[src/rtl/sram_ctrl_pkg.sv]
// Shared types and defaults for the SRAM array controller.
package sram_ctrl_pkg;

  typedef enum logic [1:0] {
    S_IDLE  = 2'd0,
    S_PRE   = 2'd1,
    S_WL    = 2'd2,
    S_RECOV = 2'd3
  } state_t;

  localparam int DEF_PRE_CYC = 2;
  localparam int DEF_WL_CYC  = 2;

  function automatic int maxi(input int a, input int b);
    return (a > b) ? a : b;
  endfunction

endpackage

[src/rtl/sram_phase_timer.sv]
// Loadable down-counter; done marks the final cycle of a phase.
module sram_phase_timer #(
  parameter int W = 2
) (
  input  logic         clk,
  input  logic         rst_n,
  input  logic         load,
  input  logic [W-1:0] ld_val,
  output logic [W-1:0] cnt,
  output logic         done
);

  always_ff @(posedge clk or negedge rst_n) begin
    if (!rst_n) begin
      cnt <= '0;
    end else if (load) begin
      cnt <= ld_val;
    end else if (cnt != '0) begin
      cnt <= cnt - 1'b1;
    end
  end

  assign done = (cnt == W'(1));

endmodule

[src/rtl/sram_ctrl.sv]
// Sequences precharge, wordline and sense/write phases for one access.
module sram_ctrl
  import sram_ctrl_pkg::*;
#(
  parameter int ADDR_W  = 8,
  parameter int ROW_W   = 5,
  parameter int DATA_W  = 8,
  parameter int PRE_CYC = DEF_PRE_CYC,
  parameter int WL_CYC  = DEF_WL_CYC
) (
  input  logic                      clk,
  input  logic                      rst_n,
  input  logic                      req_valid,
  output logic                      req_ready,
  input  logic                      req_we,
  input  logic [ADDR_W-1:0]         req_addr,
  input  logic [DATA_W-1:0]         req_wdata,
  output logic                      rsp_valid,
  output logic [DATA_W-1:0]         rsp_rdata,
  output logic                      pre_en,
  output logic                      wl_en,
  output logic [ROW_W-1:0]          row_addr,
  output logic [ADDR_W-ROW_W-1:0]   col_addr,
  output logic                      we_en,
  output logic [DATA_W-1:0]         wdata_out,
  output logic                      sae,
  input  logic [DATA_W-1:0]         sense_data
);

  localparam int COL_W = ADDR_W - ROW_W;
  localparam int TW    = $clog2(maxi(PRE_CYC, WL_CYC) + 1);

  state_t        state;
  logic          we_q;
  logic          accept;
  logic          t_load;
  logic [TW-1:0] t_val;
  logic [TW-1:0] t_cnt;
  logic          t_done;

  assign accept = (state == S_IDLE) && req_valid && req_ready;
  assign t_load = accept || ((state == S_PRE) && t_done);
  assign t_val  = (state == S_IDLE) ? TW'(PRE_CYC) : TW'(WL_CYC);

  sram_phase_timer #(
    .W (TW)
  ) u_timer (
    .clk    (clk),
    .rst_n  (rst_n),
    .load   (t_load),
    .ld_val (t_val),
    .cnt    (t_cnt),
    .done   (t_done)
  );

  always_ff @(posedge clk or negedge rst_n) begin
    if (!rst_n) begin
      state     <= S_IDLE;
      we_q      <= 1'b0;
      req_ready <= 1'b1;
      rsp_valid <= 1'b0;
      rsp_rdata <= '0;
      pre_en    <= 1'b0;
      wl_en     <= 1'b0;
      we_en     <= 1'b0;
      sae       <= 1'b0;
      row_addr  <= '0;
      col_addr  <= '0;
      wdata_out <= '0;
    end else begin
      unique case (state)
        S_IDLE: begin
          if (accept) begin
            state     <= S_PRE;
            we_q      <= req_we;
            row_addr  <= req_addr[ADDR_W-1 -: ROW_W];
            col_addr  <= req_addr[COL_W-1:0];
            wdata_out <= req_wdata;
            req_ready <= 1'b0;
            pre_en    <= 1'b1;
          end
        end
        S_PRE: begin
          if (t_done) begin
            state  <= S_WL;
            pre_en <= 1'b0;
            wl_en  <= 1'b1;
            we_en  <= we_q;
            sae    <= !we_q && (WL_CYC == 1);
          end
        end
        S_WL: begin
          if (t_done) begin
            state     <= S_RECOV;
            wl_en     <= 1'b0;
            we_en     <= 1'b0;
            sae       <= 1'b0;
            rsp_valid <= 1'b1;
            if (!we_q) rsp_rdata <= sense_data;
          end else begin
            // raise sae so it lands exactly on the last wordline cycle
            sae <= !we_q && (32'(t_cnt) == 2);
          end
        end
        S_RECOV: begin
          state     <= S_IDLE;
          rsp_valid <= 1'b0;
          req_ready <= 1'b1;
        end
        default: begin
          state <= S_IDLE;
        end
      endcase
    end
  end

endmodule
[config.mk]
export PLATFORM = sky130hd
export DESIGN_NAME = sram_ctrl
export DESIGN_NICKNAME = d
export VERILOG_FILES = /design/src/rtl/sram_ctrl_pkg.sv /design/src/rtl/sram_phase_timer.sv /design/src/rtl/sram_ctrl.sv
export SDC_FILE = /design/constraint.sdc
export NUM_CORES = 1
export LEC_CHECK = 0
export BUFFER_PORTS_ARGS = -buffer_cell sky130_fd_sc_hd__buf_4
export CAP_MARGIN = 20
export CORE_UTILIZATION = 48
export CTS_BUF_LIST = sky130_fd_sc_hd__clkbuf_16
export CTS_CLUSTER_SIZE = 20
export DETAILED_ROUTE_END_ITERATION = 7
export PLACE_DENSITY = 0.78
export SLEW_MARGIN = 10
export SYNTH_ARGS = -nofsm -noshare
export SYNTH_HDL_FRONTEND = slang
export SYNTH_HIERARCHICAL = 1
export SYNTH_SLANG_ARGS = --single-unit
[constraint.sdc]
create_clock -name clk -period 1.8 [get_ports clk]
set_clock_uncertainty 0.15 [all_clocks]
set_input_delay 0.54 -clock clk [delete_from_list [all_inputs] [get_ports clk]]
set_output_delay 0.54 -clock clk [all_outputs]
set_load 0.005 [all_outputs]
==> results of run 1 <==
[synthesized netlist by cell type (2+ instances only)]
cell	instances
inv_1	7
dfrtp_1	34
ha_1	6
o21ai_0	5
mux2_2	26
buf_6	2
nand2_1	6
a21oi_1	5
conb_1	2
buf_2	2
[critical path, cell delays in order (launching register included)]
cell,delay [ns]
dfrtp_1,0.40
inv_1,0.10
ha_1,0.28
nor2_2,0.14
a2bb2oi_2,0.17
mux2_2,0.34
[kinds of logic (layout without fill, tap and decap cells)]
kind of cell | after synthesis | after routing | synth area share
flip-flops | 35 | 35 | 0.571
multiplexers | 26 | 26 | 0.191
AO/OA/AOI/OAI | 17 | 17 | 0.0734
AND/OR/NAND/NOR | 15 | 15 | 0.0636
buffers and inverters | 12 | 77 | 0.0416
adder cells (fa/ha/maj) | 6 | 6 | 0.0489
other | 2 | 2 | 0.00489
XOR/XNOR | 1 | 1 | 0.00571
[through the flow]
| step | hold WS [ns] | power (mW) |
|---|---|---|
| after floorplan | 0.0944 | 1.03 |
| after global placement | 0.329 | 1.13 |
| after detailed placement | 0.335 | 1.15 |
| after CTS | 0.0725 | 2.10 |
| after global routing | 0.0942 | 2.17 |
| final | 0.0498 | 2.08 |
[area by class of cell]
type / instances / area share
clock inverter: 3 / 0.0177
timing repair buffer: 62 / 0.212
tap: 44 / 0.0251
sequential: 35 / 0.400
inverter: 7 / 0.0120
multi-input combinational: 67 / 0.276
clock buffer: 5 / 0.0570
[routing by layer]
metal | part of all wire | track usage | vias to the layer above
met2 | 0.49 | 0.300 | 46
met3 | 0.069 | 0.0505 | 7
met4 | 0.024 | 0.112 | 0
met5 | 0 | 0 | -
li1 | - | - | 515
met1 | 0.41 | 0.212 | 518
[what timing repair did]
action,in CTS,in global routing
hold endpoints to repair,0,0
resized for setup,0,3
hold buffers,0,0
setup endpoints to repair,0,7
[state kept, by name, indices dropped and copies added (netlist names)]
| signal | cells |
|---|---|
| row_addr | 5 |
| sae | 1 |
| rsp_rdata | 8 |
| rsp_valid | 1 |
| we_en | 1 |
| req_ready | 1 |
| u_timer/cnt | 2 |
| pre_en | 1 |
| we_q | 1 |
| state | 2 |
| wdata_out | 8 |
| col_addr | 3 |
| wl_en | 1 |
[power groups by stage]
| stage | Combinational, mW | Clock, mW | Sequential (mW) |
|---|---|---|---|
| after global routing | 0.315 | 0.989 | 0.862 |
| after detailed placement | 0.282 | 0 | 0.871 |
| after floorplan | 0.166 | 0 | 0.865 |
| after CTS | 0.281 | 0.960 | 0.858 |
| after global placement | 0.264 | 0 | 0.870 |
| final | 0.283 | 0.937 | 0.858 |
[final timing paths]
check | endpoint | depth (start not counted) | slack (ns)
worst max register to register | state[1] | 5 | 0.09
worst min-delay path | rsp_valid | 1 | 0.05
worst max-delay path | state[1] | 5 | 0.09
worst min register to register | wdata_out[2] | 1 | 0.35
max in group asynchronous | req_ready | 1 | 1.13
min in group clk | wdata_out[1] | 2 | 0.35
==> impl_metrics.toml, run 1 <==
[outcome]
status = "completed"

[cts]
cts_setup_buffers = 0
clk_latency_ns = 0.27
cts-root-buf = "clkbuf_16"
cts_buffers = 5
cts_sinks = 35
h-tree-depth = 2
cts_max_path_buffers = 2
clk_pin_slew_worst_paths_ns = 0.05
cts_tree = "built"

[power_and_ir_drop]
combPwrFrac = 0.136
switchingPower_mw = 0.454
peakVddDrop_mv = 0.802
pwr-share-seq = 0.413
clockPowerShare = 0.451
powerDensity_nw_per_um2 = 947
internal_power_mw = 1.62
switching_share = 0.219
leakagePower_nw = 1.14

[logic_synthesis]
synthFlopType = "dfrtp_1"
netlist_instances = 114
synth-edff-count = 0
yosysWarnings = 6
synth_area_sq_um = 1540
synth_top_cell_area_share = 0.554
yosysSeqAreaShare = 0.571
synth-async-reset-ratio = 1.00
synth-seq-cells = 35
avgSynthCellArea_sq_um = 13.5
syn_nets = 148
synth.top_cells.by_area = "dfrtp_1 (55%), mux2_2 (19%), ha_1 (4.9%)"
yosysTopAreaCell = "dfrtp_1"
yosysUniqueCellTypes = 29

[final_layout]
multiInputGateArea_sq_um = 606
stdcell_count = 223
layout-drive-gt1-share = 0.592
fin_util = 0.718
ff_latch_area_sq_um = 877
syn_to_final_growth_pct = 42.9
n_fill_cell = 217
stdcell_area_sq_um = 2190
layout_commonest_cell = "buf_4"
most-common-layout-cells = "buf_4 (62), dfrtp_1 (34), mux2_2 (26), inv_1 (7), nand2_1 (6)"
num_antenna_cells = 0
fin_nets = 212

[timing]
finalHoldViolations = 0
setup_viol = 0
fmax_ghz = 0.585
rsz0062_at_grt = "no"
setup-tns-final_ns = 0
fin_ws_ns = 0.0905
fin_crit_sh = 0.950
fin_crit_ns = 1.71
slew_violations = 0

[worst_setup_path]
critical_path_class = "reg2reg"
crit_fanout = 5
worstSetupStartpointType = "flop"
end_kind = "flop"
critPathRequiredTime_ns = 1.80
arrival_ns = 1.71
crit_path_start = "state[0]"
r2r-start = "state[0]"

[global_route]
grt_usage = 0.183
overflow = 0
antenna_found_initial = 0
grt_pass1_vias = 1073
grt_max_degree = 36
grt_pass1_wl_mm = 4.54

[floorplan]
initial_core_util = 0.503
die_y_um = 58.6
num_rows = 20
die_area_sq_um = 3430
coreArea_sq_um = 3050
die_w_um = 58.6
num_io_pins = 58

[routing]
wire_per_inst_um = 12.7
drc_errors = 0
avgViaCountPerCell = 4.87
vias = 1086
wl_mm = 2.83
drt_pass1_iterations = 4
antenna_left = 0
first_iter_violations = 11

[min_path]
hold_path.class = "in2async"

[flow_run]
cap_viol_max_count = 0

[place]
pre_cts_ws_ns = 0.0244
placed_cells = 215
place_area_sq_um = 2020
gp_congestion = 0.742
hpwl_mm = 2.12
port_buffers = 57
No activity file was read; power rests on OpenSTA's default activity.
==> inputs of run 2 (changes only) <==
--- a/config.mk
+++ b/config.mk
@@ -5,6 +5,7 @@
 export SDC_FILE = /design/constraint.sdc
 export NUM_CORES = 1
 export LEC_CHECK = 0
+export ABC_CLOCK_PERIOD_IN_PS = 1580
 export BUFFER_PORTS_ARGS = -buffer_cell sky130_fd_sc_hd__buf_4
 export CAP_MARGIN = 20
 export CORE_UTILIZATION = 48
==> constraint.sdc (replaced) <==
create_clock -name clk -period 1.58 [get_ports clk]
set_clock_uncertainty 0.15 [all_clocks]
set_input_delay 0.474 -clock clk [delete_from_list [all_inputs] [get_ports clk]]
set_output_delay 0.474 -clock clk [all_outputs]
set_load 0.005 [all_outputs]
==> run 2 against run 1 <==
Against the previous run:
- the flow now finishes with violations (negative hold slack, negative setup slack)
- clock power is 3.3% lower
- critical path depth unchanged
- die area did not move
- hold slack worse by 0.055 ns
- non-clock buffer count up 8
- critical path type unchanged
- critical endpoint unchanged
- largest cell class unchanged
- largest power group is now sequential cells
==> impl_metrics.toml, run 2 (synthesis gave the netlist of run 1 again) <==
[global_route]
grt_usage = 0.230
use_met2 = 0.424
grt_pass1_wl_mm = 5.62
antenna_found_initial = 0
grt_max_degree = 36
grtUsageMet1 = 0.233
gr-usage-met3 = 0.0769
grt.busiest_layer = "met2"
grt_pass1_vias = 1242
overflow = 0

[final_layout]
n_fill_cell = 196
layout-drive-gt1-share = 0.636
multiInputGateArea_sq_um = 692
num_antenna_cells = 0
fin_util = 0.763
fin_nets = 220
layout_commonest_cell = "buf_4"
syn_to_final_growth_pct = 51.7
most-common-layout-cells = "buf_4 (69), dfrtp_1 (33), mux2_2 (25), inv_1 (6)"
reg.largest.list = "rsp_rdata (8), wdata_out (8), row_addr (5)"
ff_latch_area_sq_um = 878

[place]
port_buffers = 57
hpwl_mm = 2.37
gp_congestion = 0.873
pre_cts_ws_ns = -0.0202

[worst_setup_path]
cpLargestDelayFamily = "flip-flops"
crit_fanout = 5
critPathRequiredTime_ns = 1.59
crit_slowest_cell = "dfrtp_1"
end_kind = "flop"
critPathBufInv = 2
crit_chain = "inv_2 > ha_4 > buf_4 > a2bb2oi_4 > mux2_4"
arrival_ns = 1.61
max_stage_delay_ns = 0.42
worstSetupStartpointType = "flop"
critical_path_class = "reg2reg"

[power_and_ir_drop]
internal_power_mw = 1.76
clockPowerShare = 0.390
pwr-share-seq = 0.415
peakVddDrop_mv = 0.807
combPwrFrac = 0.196
switching_share = 0.244
powerDensity_nw_per_um2 = 998
switchingPower_mw = 0.568
leakagePower_nw = 1.21

[routing]
drt_pass1_iterations = 4
avgViaCountPerCell = 4.86
antenna_left = 0
drc_errors = 0
wl_mm = 3.50
wire_per_inst_um = 15.2
vias = 1122
first_iter_violations = 36

[floorplan]
initial_core_util = 0.503
num_io_pins = 58
die_y_um = 58.6
die_w_um = 58.6
die_area_sq_um = 3430
num_rows = 20
coreArea_sq_um = 3050

[outcome]
status = "finished, violations left"
violations = "negative hold slack, negative setup slack"

[timing]
finalHoldViolations = 7
rsz0062_at_grt = "yes"
fin_ws_ns = -0.0166
fin_crit_sh = 1.01
slew_violations = 0
fin_hold_ws_ns = -0.00469
setup_viol = 3
fin_crit_ns = 1.60
fmax_ghz = 0.626

[cts]
clk_latency_ns = 0.28
cts_buffers = 5
cts_max_path_buffers = 2
h-tree-depth = 2
cts_tree = "built"
clk_pin_slew_worst_paths_ns = 0.05
cts-root-buf = "clkbuf_16"
cts_sinks = 35

[flow_run]
cap_viol_max_count = 0

[min_path]
hold_path.class = "in2async"
==> run 2: cell types whose count changed in the layout (fill, tap and decap cells not counted), sizes merged <==
cell    change
inv         +1
bufinv      -1
buf         +8
==> run 2: what timing repair did <==
| item | in CTS | in global routing |
|---|---|---|
| endpoints found under the setup margin | 15 | 21 |
| pin swaps | 3 | 3 |
| resized for setup | 9 | 2 |
| hold buffers | 0 | 0 |
| buffers inserted | 1 | 1 |
==> run 2: cell type report <==
class	instances	share of cell area
Multi-Input combinational cell	67	0.297
Timing Repair Buffer	70	0.231
Tap cell	44	0.0236
Clock inverter	3	0.00484
Sequential cell	35	0.377
Clock buffer	5	0.0537
Inverter	7	0.0124
==> run 2: power groups by stage <==
stage	sequential, mW	clock, mW	combinational [mW]
2_1_floorplan	0.986	0	0.196
3_3_place_gp	0.970	0	0.388
3_5_place_dp	0.971	0	0.404
4_1_cts	0.957	0.929	0.435
5_1_grt	0.970	0.960	0.496
6_report	0.964	0.906	0.454
==> run 2: worst paths after layout <==
check	endpoint	cells past startpoint	from	slack (ns)
max in group asynchronous	req_ready	1	rst_n	0.95
setup / recovery	state[1]	5	state[1]	-0.02
hold reg to reg	wdata_out[6]	1	wdata_out[6]	0.35
hold / removal	rsp_valid	1	rst_n	-0.005
setup reg to reg	state[1]	5	state[1]	-0.02
min in group clk	row_addr[1]	2	req_addr[4]	0.28
==> run 2: layer usage <==
| metal | vias up | wire length, um |
|---|---|---|
| li1 | 536 | - |
| met1 | 541 | 1350 |
| met2 | 36 | 1910 |
| met3 | 9 | 177 |
| met4 | 0 | 63 |
| met5 | - | 0 |
==> run 2: worst reg2reg max path: stages (launching register included) <==
cell	delay, ns
dfrtp_1	0.42
inv_2	0.10
ha_4	0.18
buf_4	0.16
a2bb2oi_4	0.16
mux2_4	0.31
==> run 2: through the flow <==
| step | TNS [ns] | hold slack (ns) | total power [mW] | instances | cell area (sq um) |
|---|---|---|---|---|---|
| 2_1_floorplan | -0.00125 | 0.0284 | 1.18 | 114 | 1580 |
| 6_report | -0.0193 | -0.00469 | 2.32 | 231 | 2330 |
| 3_5_place_dp | -0.115 | 0.304 | 1.38 | 221 | 2110 |
| 3_3_place_gp | 0 | 0.292 | 1.36 | 221 | 2110 |
| 5_1_grt | -0.762 | 0.0268 | 2.43 | 231 | 2330 |
| 4_1_cts | 0 | 0.00507 | 2.32 | 230 | 2310 |
